===== src/rtl/frame_writer.sv =====
// Consumer end of the show-ahead pixel stream: tracks raster position and writes
// each accepted pixel into a double-banked frame buffer with one cycle of latency.
module frame_writer #(
   parameter int IMG_W      = 225,
   parameter int IMG_H      = 225,
   parameter int PIX_W      = 8,
   parameter int ADDR_W     = 16,
   parameter int DOUBLE_BUF = 1
) (
   input  logic              clk,
   input  logic              rst_n,
   input  logic              i_start,
   input  logic              i_stop,
   output logic              o_next,
   input  logic [PIX_W-1:0]  i_data,
   input  logic              i_valid,
   input  logic              i_wr_ready,
   output logic              o_wr_en,
   output logic [ADDR_W:0]   o_wr_addr,
   output logic [PIX_W-1:0]  o_wr_data,
   output logic [7:0]        o_x,
   output logic [7:0]        o_y,
   output logic              o_bank,
   output logic              o_frame_done,
   output logic              o_busy,
   output logic [15:0]       o_frame_cnt
);

   typedef enum logic [1:0] {IDLE, RUN, DONE} state_t;

   localparam logic [7:0] X_LAST    = 8'(IMG_W - 1);
   localparam logic [7:0] Y_LAST    = 8'(IMG_H - 1);
   localparam logic       DB_TOGGLE = (DOUBLE_BUF != 0);

   state_t            state, state_nxt;
   logic [7:0]        x, y;
   logic [ADDR_W-1:0] pix_idx;
   logic              bank;
   logic              stop_req;
   logic              accept;
   logic              last_pix;

   assign o_next   = (state == RUN) && i_wr_ready;
   assign accept   = o_next && i_valid;
   assign last_pix = (x == X_LAST) && (y == Y_LAST);
   assign o_busy   = (state != IDLE);
   assign o_bank   = bank;

   always_ff @(posedge clk or negedge rst_n) begin
      if (!rst_n) state <= IDLE;
      else        state <= state_nxt;
   end

   always_comb begin
      state_nxt = state;
      case (state)
         IDLE:    if (i_start) state_nxt = RUN;
         RUN:     if (accept && last_pix) state_nxt = DONE;
         DONE:    state_nxt = stop_req ? IDLE : RUN;
         default: state_nxt = IDLE;
      endcase
   end

   always_ff @(posedge clk or negedge rst_n) begin
      if (!rst_n) begin
         x            <= '0;
         y            <= '0;
         pix_idx      <= '0;
         bank         <= 1'b0;
         stop_req     <= 1'b0;
         o_wr_en      <= 1'b0;
         o_wr_addr    <= '0;
         o_wr_data    <= '0;
         o_x          <= '0;
         o_y          <= '0;
         o_frame_done <= 1'b0;
         o_frame_cnt  <= '0;
      end else begin
         o_wr_en      <= accept;
         o_frame_done <= 1'b0;
         if (accept) begin
            o_wr_data <= i_data;
            o_wr_addr <= {bank, pix_idx};
            o_x       <= x;
            o_y       <= y;
            if (last_pix) begin
               x       <= '0;
               y       <= '0;
               pix_idx <= '0;
            end else if (x == X_LAST) begin
               x       <= '0;
               y       <= y + 8'd1;
               pix_idx <= pix_idx + ADDR_W'(1);
            end else begin
               x       <= x + 8'd1;
               pix_idx <= pix_idx + ADDR_W'(1);
            end
         end
         // Stop is only latched here; it is acted on at the frame boundary.
         if (state == RUN && i_stop) stop_req <= 1'b1;
         if (state == DONE) begin
            bank         <= bank ^ DB_TOGGLE;
            o_frame_cnt  <= o_frame_cnt + 16'd1;
            o_frame_done <= 1'b1;
            stop_req     <= 1'b0;
         end
      end
   end

endmodule

===== config.mk =====
export PLATFORM = sky130hd
export DESIGN_NAME = frame_writer
export DESIGN_NICKNAME = d
export VERILOG_FILES = /design/src/rtl/frame_writer.sv
export SDC_FILE = /design/constraint.sdc
export NUM_CORES = 1
export LEC_CHECK = 0
export CAP_MARGIN = 20
export CORE_MARGIN = 4
export CORE_UTILIZATION = 30
export DETAILED_ROUTE_END_ITERATION = 16
export PLACE_DENSITY_LB_ADDON = 0.05
export SKIP_CTS_REPAIR_TIMING = 1
export SLEW_MARGIN = 20
export SYNTH_ARGS = -nofsm -noshare
export SYNTH_HDL_FRONTEND = slang
export SYNTH_SLANG_ARGS = --single-unit

===== constraint.sdc =====
create_clock -name clk -period 2.1 [get_ports clk]
set_clock_uncertainty 0.15 [all_clocks]
set_input_delay 0.21 -clock clk [delete_from_list [all_inputs] [get_ports clk]]
set_output_delay 0.21 -clock clk [all_outputs]
set_load 0.02 [all_outputs]

# Word level (Yosys, flattened, before mapping)

Cells that the tools add are included.

Bits in registers: 95
Input port bits: 14

Reductions and logical operators: 11
Add/sub/neg operators: 4
Equal/unequal tests: 6
Bitwise logic cells: 1
Mux-type cells: 12

Operators by type and width:

| operator                                                                 | number |
|---|---|
| 16-bit by 1-bit adder with 16-bit output (second input constant)         | 2 |
| 8-bit 2-to-1 mux                                                         | 4 |
| 8-bit by 1-bit adder with 8-bit output (second input constant)           | 2 |
| 8-bit == test (second input constant)                                    | 2 |
| 16-bit 2-to-1 mux                                                        | 1 |
| 2-bit case mux with 3 select lines                                       | 1 |
| 2-bit nonzero test                                                       | 3 |
| 1-bit logical AND                                                        | 5 |
| 1-bit 2-to-1 mux                                                         | 4 |
| 2-bit 2-to-1 mux                                                         | 2 |
| 2-bit AND reduction                                                      | 2 |
| 2-bit by 1-bit == test with 1-bit output (second input constant)         | 1 |
| 2-bit == test (second input constant)                                    | 1 |
| 2-bit logical NOT                                                        | 1 |
| 2-bit by 1-bit inequality test with 1-bit output (second input constant) | 1 |
| 2-bit inequality test (second input constant)                            | 1 |
| 1-bit NOT                                                                | 1 |

# Logic depth before layout (Yosys ltp)

Gate-level depths: netlist of the first run.

Depth in word-level cells: 6
Mapped depth: 7
Depth with buffers taken out: 6

# Worst setup path after synthesis of the first run

No wires, ideal clock.

Kind: register to register
Start: reg y[0]
End: reg pix_idx[10]
Clock period less this slack: 1.754 ns
Setup slack: 0.346 ns
Arrival time: 1.485 ns
Stages on the path, launching flop included: 8
Required time: 1.831 ns
Library setup time: 0.119 ns
Cell sequence: dfrtp_1 inv_1 ha_1 nor4b_2 nand3_2 nor2_2 buf_4 nor2_1

Longest elaborated chain between the ends: 3

RTL lines:

| item                   | line | RTL |
|---|---|---|
| from (decl)            | 36   | `logic [7:0] x, y;` |
| from (signal assigned) | 92   | `y <= y + 8'd1;` |
| 8-bit == test          | 45   | `assign last_pix = (x == X_LAST) && (y == Y_LAST);` |
| 1-bit logical AND      | 45   |  |
| 16-bit 2-to-1 mux      | 86   | `if (last_pix) begin` |
| to (signal assigned)   | 93   | `pix_idx <= pix_idx + ADDR_W'(1);` |
| to (signal assigned)   | 96   | `pix_idx <= pix_idx + ADDR_W'(1);` |
| to (decl)              | 37   | `logic [ADDR_W-1:0] pix_idx;` |

Every way passes these cells.
A chain may end at the register's enable or synchronous reset.

# Final worst setup path of the first run

Start: reg y[0]
End: reg state[0]

Longest elaborated chain between the ends: 5

RTL lines:

| item                                                       | line | RTL |
|---|---|---|
| 8-bit == test                                              | 45   |  |
| 1-bit logical AND                                          | 45   |  |
| 1-bit logical AND                                          | 58   | `RUN: if (accept && last_pix) state_nxt = DONE;` |
| 2-bit by 1-bit inequality test with 1-bit output (no line) | n/a  |  |
| 2-bit AND reduction (no line)                              | n/a  |  |
| to (signal assigned)                                       | 51   | `else state <= state_nxt;` |
| to (decl)                                                  | 35   | `state_t state, state_nxt;` |

Every way passes these cells.

==> results of run 1 <==
power groups by stage:
stage / clock, mW / sequential, mW / combinational [mW]
final: 1.68 / 2.17 / 0.739
after global routing: 1.85 / 2.20 / 0.823
after CTS: 1.76 / 2.17 / 0.760
after detailed placement: 0 / 2.20 / 0.757
after global placement: 0 / 2.20 / 0.752
after floorplan: 0 / 2.30 / 0.246
state kept, by name, summed over array words and instances, names as in the netlist:
signal and flops:
state 2, o_frame_done 1, o_wr_data 8, o_bank 1
stop_req 1, o_wr_addr 17, o_wr_en 1, o_x 8
o_frame_cnt 16, y 8, pix_idx 16, o_y 8
x 8
synth_stat cells (all sizes together):
cell and count:
xor2 7, a31oi 2, nor4b 1, and3 3
and4 4, nor2 20, a21oi 5, nand2 124
or3 3, xnor2 24, nor3 8, nand2b 1
o22ai 2, or2 1, nand4b 2, nor2b 2
clkbuf 6, nor4 6, inv 13, ha 6
and4bb 1, nand4 17, and2 3, buf 8
and2b 1, dfrtp 95, mux2i 5, nand3 17
mux2 2, o21ai 23
per-layer routing:
metal	up-vias	track usage
met5	-	0
met4	0	0.0497
met3	13	0.0354
met2	52	0.203
met1	1466	0.163
li1	1546	-
final timing paths:
check / startpoint / to / slack (ps)
max: y[0]$_DFFE_PN0P_ / state[0]$_DFFE_PN0P_ / 220
min: rst_n / o_frame_cnt[5]$_DFFE_PN0N_ / 200
max reg2reg: y[0]$_DFFE_PN0P_ / state[0]$_DFFE_PN0P_ / 220
min reg2reg: o_wr_addr[15]$_DFFE_PN0P_ / o_wr_addr[15]$_DFFE_PN0P_ / 320
max in group asynchronous: rst_n / o_y[5]$_DFFE_PN0P_ / 1050
min in group clk: i_data[4] / o_wr_data[4]$_DFFE_PN0P_ / 240
through the flow:
stage	total power, mW	area, µm²	TNS, ps
CTS	4.68	5470	-94.1
finish	4.59	5490	0
global placement	2.95	5160	0
floorplan	2.55	4130	0
global route	4.87	5490	0
detailed placement	2.95	5160	0
worst max-delay path, stage by stage, from the launching register on:
cell and delay, ps:
dfrtp_1 440, inv_1 140, ha_1 150, nor4b_2 290, nand3_2 170, nor2_2 160, buf_12 160, o22ai_1 80
logic make-up after synthesis:
| family | synth area share |
|---|---|
| compound gates | 0.0400 |
| xor+xnor | 0.0658 |
| fa+ha+maj | 0.0182 |
| buf+inv | 0.0303 |
| flops | 0.576 |
| mux | 0.0185 |
| simple gates | 0.252 |
layout make-up:
cell class	instances	area [µm²]	area share
sequential	95	2380	0.433
multi-input combinational	290	1630	0.296
timing repair buffer	88	903	0.165
clock buffer	13	270	0.0492
tap	176	220	0.0401
inverter	13	51.3	0.00935
clock inverter	3	40.0	0.00729
==> run summary, run 1 <==
Logic synthesis
• **synthesized area** 0.00413 mm²
• **number of distinct library cells after synthesis** 41
• **proportion of synthesized chip area in sequential cells** 0.576
• **mean cell area of the mapped netlist** 10.0 µm²
• **yosys synthesis warning count** 0
• **leading area contributor after synthesis** dfrtp_1
• **area fraction of the dominant cell type after synthesis** 0.576
• **flip-flop and latch count after synthesis** 95
• **synth top area cells** dfrtp_1 58%, nand2_1 11%, xnor2_1 5.1%, o21ai_0 2.8%, nand4_1 2.3%
• **number of nets in the synthesized netlist** 432
• **number of standard cells after synthesis** 412

Placed design
• **HPWL reported at the end of detailed placement** 6510 µm
• **routability congestion estimate from global placement** 0.744
• **total of buffers placed on input and output ports** 75
• **worst setup slack after placement** 10.4 ps
• **total placed cells including tap cells** 661

Detailed routing
• **number of DRC markers in iteration 0** 137
• **Met1 Routed Length** 4390 µm
• **Avg WL per Cell** 13.5 µm
• **uppermost signal routing layer after detailed routing** met4
• **count of TritonRoute iterations in the first routing pass** 4
• **remaining routing DRC violations** 0
• **Met3 Routed Length** 382 µm
• **via density per instance** 4.54
• **Total Routed Length** 9160 µm
• **total number of vias** 3077
• **Detail Route Antenna Nets** 0
• **routed wire length on met2** 4200 µm

Power
• **Lkg Pwr** 2.51 nW
• **switching pwr** 1.23 mW
• **share of power burned in registers** 0.472
• **cell-internal power** 3.36 mW
• **clock group share of total power** 0.367
• **Peak supply drop** 437 µV
• **power density normalized to cell area** 836 mW/mm²
• **portion of total power attributed to combinational logic** 0.161
• **net switching share of the total power** 0.268

Finish
• **commonest non-fill, non-tap cells in the layout** 124 x nand2_1, 95 x dfrtp_1, 72 x clkdlybuf4s50_1
• **number of filler instances in the final layout** 1352
• **Final Non-Filler Cells** 678
• **number of inserted diodes** 0
• **Total Nets Final** 517
• **leading cell type in the layout, fill and taps excluded** nand2_1
• **share of layout cells above drive strength 1** 0.0837
• **Post-Route Utilization** 0.411
• **Synth-to-Final Area Change** 32.9%

Critical path
• **crit path launch type** flop
• **FF-to-FF path depth** 7
• **Critical Path AT** 1940 ps
• **Critical Path Sink Type** flop
• **required time at the worst-slack endpoint** 2160 ps
• **Worst Setup Path Type** flop to flop
• **largest fanout on the critical path** 16

Clock tree
• **maximum buffer depth of the clock tree** 2
• **clock tree from TritonCTS** built
• **Clock Latency Late Sink** 340 ps
• **TritonCTS buffer count** 9
• **level count of the clock H-tree** 3
• **clock tree root buffer cell** clkbuf_16
• **CTS sink cnt** 95
• **register clock-pin slew on the reported worst setup and hold paths** 60 ps

Flow run
• **Max Cap Violations** 0

Floorplanning
• **count of standard-cell rows** 42
• **vertical die dimension** 125 µm
• **Die Outline Area** 0.0157 mm²
• **DIE WIDTH** 125 µm
• **Std-Cell Core Area** 0.0133 mm²
• **initial standard-cell utilization of the core** 0.309
• **number of primary I/O pins** 76

GRT
• **initial antenna violation count** 0
• **wire length of the first global-routing pass** 16200 µm
• **global route overflow** 0
• **maximum number of pins on one net before global-route repair** 40
• **global-route usage over all layers** 0.127
• **number of global-route vias before repair** 3242

Timing
• **setup repair after global routing missed its margin** no
• **worst relative slew slack** 0.688
• **final hold slack** 202 ps
• **maximum frequency from static timing analysis** 533 MHz
• **Tcrit/Tclk final** 0.893
• **count of final setup violators** 0
• **Slew Viols, Final** 0
• **total count of hold-check failures in the final report** 0
• **Final min period** 1880 ps
• **transition time at the pin with the least slew margin** 468 ps
• **fin worst setup slack** 224 ps

Outcome
• **status** completed

Hold path
• **Tightest Hold Check Type** primary input to asynchronous set/reset pin

No activity file was read; power rests on OpenSTA's default activity.
==> run 2: changes to the inputs <==
Settings changed: CORE_UTILIZATION 30 to 52, CTS_BUF_LIST set to sky130_fd_sc_hd__clkbuf_4 sky130_fd_sc_hd__clkbuf_8 sky130_fd_sc_hd__clkbuf_16, SLEW_MARGIN 20 to not set.
==> run 2 against run 1 <==
Compared with the run above:
- final cell count shrank 12%
- hold slack got worse by 33 ps
- routed wire length shrank 6.3%
- non-clock buffer count shrank 3
- design area is 4.2% lower
- count of clock-buffer cells in the layout fell by 3
- critical path type is now flop to output port
- largest power group unchanged
==> run summary, run 2 (synthesis results as in run 1) <==
Critical path
• **largest fanout on the critical path** 7
• **required time at the worst-slack endpoint** 1740 ps
• **Critical Path Sink Type** output port
• **FF-to-FF path depth** 7
• **Worst Setup Path Type** flop to output port
• **critical path buffer and inverter count** 1
• **chain of cells forming the critical path** or2_2 -> clkdlybuf4s50_1
• **reg2reg setup slack** 150 ps
• **crit path launch type** flop
• **slowest stage cell, crit path** clkdlybuf4s50_1
• **critical register-to-register path startpoint** y[0]$_DFFE_PN0P_
• **Crit Reg-Reg Endpoint** state[0]$_DFFE_PN0P_
• **Critical Path AT** 1700 ps
• **delay of the slowest critical-path stage** 540 ps
• **gate family responsible for the most delay along the worst path** buffers and inverters

Power
• **cell-internal power** 3.13 mW
• **Peak supply drop** 600 µV
• **post-layout total power** 4.29 mW
• **power density normalized to cell area** 817 mW/mm²
• **clock group share of total power** 0.329
• **share of power burned in registers** 0.507
• **Lkg Pwr** 2.45 nW
• **switching pwr** 1.16 mW
• **net switching share of the total power** 0.270
• **portion of total power attributed to combinational logic** 0.164

Detailed routing
• **Avg WL per Cell** 14.3 µm
• **remaining routing DRC violations** 0
• **Detail Route Antenna Nets** 0
• **count of TritonRoute iterations in the first routing pass** 4
• **total number of vias** 3059
• **number of DRC markers in iteration 0** 102
• **Total Routed Length** 8580 µm
• **via density per instance** 5.11

Finish
• **flip-flop count of the largest register, all copies and words added** 17
• **number of filler instances in the final layout** 618
• **number of inserted diodes** 0
• **share of layout cells above drive strength 1** 0.0765
• **commonest non-fill, non-tap cells in the layout** 124 x nand2_1, 95 x dfrtp_1, 73 x clkdlybuf4s50_1
• **Final Instance Area** 0.00526 mm²
• **Synth-to-Final Area Change** 27.3%
• **leading cell type in the layout, fill and taps excluded** nand2_1
• **Biggest register** o_wr_addr
• **Total Nets Final** 514
• **biggest registers after layout** o_wr_addr: 17 flops, o_frame_cnt: 16 flops, pix_idx: 16 flops

Placed design
• **Placement Cell Area** 0.00501 mm²
• **HPWL reported at the end of detailed placement** 5910 µm
• **routability congestion estimate from global placement** 0.838
• **total of buffers placed on input and output ports** 75
• **worst setup slack after placement** 72.1 ps

Clock tree
• **level count of the clock H-tree** 3
• **CTS sink cnt** 95
• **Clock Latency Late Sink** 360 ps
• **TritonCTS buffer count** 9
• **clock tree from TritonCTS** built
• **register clock-pin slew on the reported worst setup and hold paths** 80 ps
• **maximum buffer depth of the clock tree** 2
• **clock tree root buffer cell** clkbuf_8

Flow run
• **Max Cap Violations** 0

GRT
• **maximum number of pins on one net before global-route repair** 45
• **number of global-route vias before repair** 3138
• **global route overflow** 0
• **initial antenna violation count** 0
• **global-route usage over all layers** 0.200
• **wire length of the first global-routing pass** 15500 µm

Timing
• **fin worst setup slack** 41.2 ps
• **count of final setup violators** 0
• **Final min period** 2060 ps
• **worst relative slew slack** 0.728
• **total count of hold-check failures in the final report** 0
• **Slew Viols, Final** 0
• **maximum frequency from static timing analysis** 486 MHz
• **Tcrit/Tclk final** 0.980
• **transition time at the pin with the least slew margin** 409 ps
• **setup repair after global routing missed its margin** no

Hold path
• **Tightest Hold Check Type** primary input to asynchronous set/reset pin

Floorplanning
• **Die Outline Area** 0.00943 mm²
• **DIE WIDTH** 97.1 µm
• **Std-Cell Core Area** 0.00773 mm²
• **count of standard-cell rows** 32
• **initial standard-cell utilization of the core** 0.534
• **number of primary I/O pins** 76
• **vertical die dimension** 97.1 µm

Outcome
• **status** completed

==> run 2: changes by cell type in the layout (fill, tap and decap cells not counted), sizes merged <==
| cell | change |
|---|---|
| clkinv | -1 |
| bufinv | +2 |
| buf | -3 |
| clkdlybuf4s50 | +1 |
| dlymetal6s2s | -1 |
| clkbuf | -3 |
==> run 2: layout make-up <==
cell class / count / area, µm² / share of cell area
clock buffer: 10 / 138 / 0.0262
clock inverter: 4 / 95.1 / 0.0181
timing repair buffer: 85 / 841 / 0.160
inverter: 13 / 51.3 / 0.00976
sequential: 95 / 2380 / 0.452
multi-input combinational: 290 / 1630 / 0.309
tap: 102 / 128 / 0.0243
==> run 2: worst max path at each step <==
| stage | from | to | slack, ps | depth (start not counted) |
|---|---|---|---|---|
| floorplan | y[0]$_DFFE_PN0P_ | pix_idx[10]$_DFFE_PN0P_ | 350 | 7 |
| global placement | i_wr_ready | pix_idx[13]$_DFFE_PN0P_ | 120 | 6 |
| detailed placement | i_wr_ready | pix_idx[15]$_DFFE_PN0P_ | 70 | 6 |
| CTS | state[1]$_DFFE_PN0P_ | o_next | -30 | 3 |
| global route | state[0]$_DFFE_PN0P_ | o_busy | 2 | 2 |
| finish | state[0]$_DFFE_PN0P_ | o_busy | 40 | 2 |
==> run 2: worst reg2reg max path: cells and delay by family (launching register included) <==
kind / cells / cell delay (ps)
AOI/OAI and AO/OA: 1 / 100
buffers and inverters: 2 / 360
DFF: 1 / 440
and+or+nand+nor: 3 / 620
adders and majority gates: 1 / 150
==> run 2: per-stage QoR <==
step	hold WS, ps	setup TNS (ps)	util	instances
4_1_cts	-376	-30.6	0.679	598
3_3_place_gp	13.7	0	0.648	584
2_1_floorplan	-236	0	-	412
5_1_grt	212	0	0.680	599
3_5_place_dp	15.1	0	0.648	584
6_report	169	0	0.680	599
==> run 2: layer usage <==
metal	up-vias	track usage	wire length [µm]	part of all wire
li1	1529	-	-	-
met1	1449	0.273	3950	0.46
met2	72	0.317	4120	0.48
met3	9	0.0380	409	0.048
met4	0	0.0767	109	0.013
met5	-	0	0	0
==> run 2: power groups by stage <==
| stage | Combinational, mW | Sequential (mW) | Clock, mW |
|---|---|---|---|
| after floorplan | 0.246 | 2.30 | 0 |
| after global placement | 0.698 | 2.21 | 0 |
| after detailed placement | 0.709 | 2.21 | 0 |
| after CTS | 0.715 | 2.18 | 1.44 |
| after global routing | 0.780 | 2.21 | 1.53 |
| final | 0.704 | 2.18 | 1.41 |
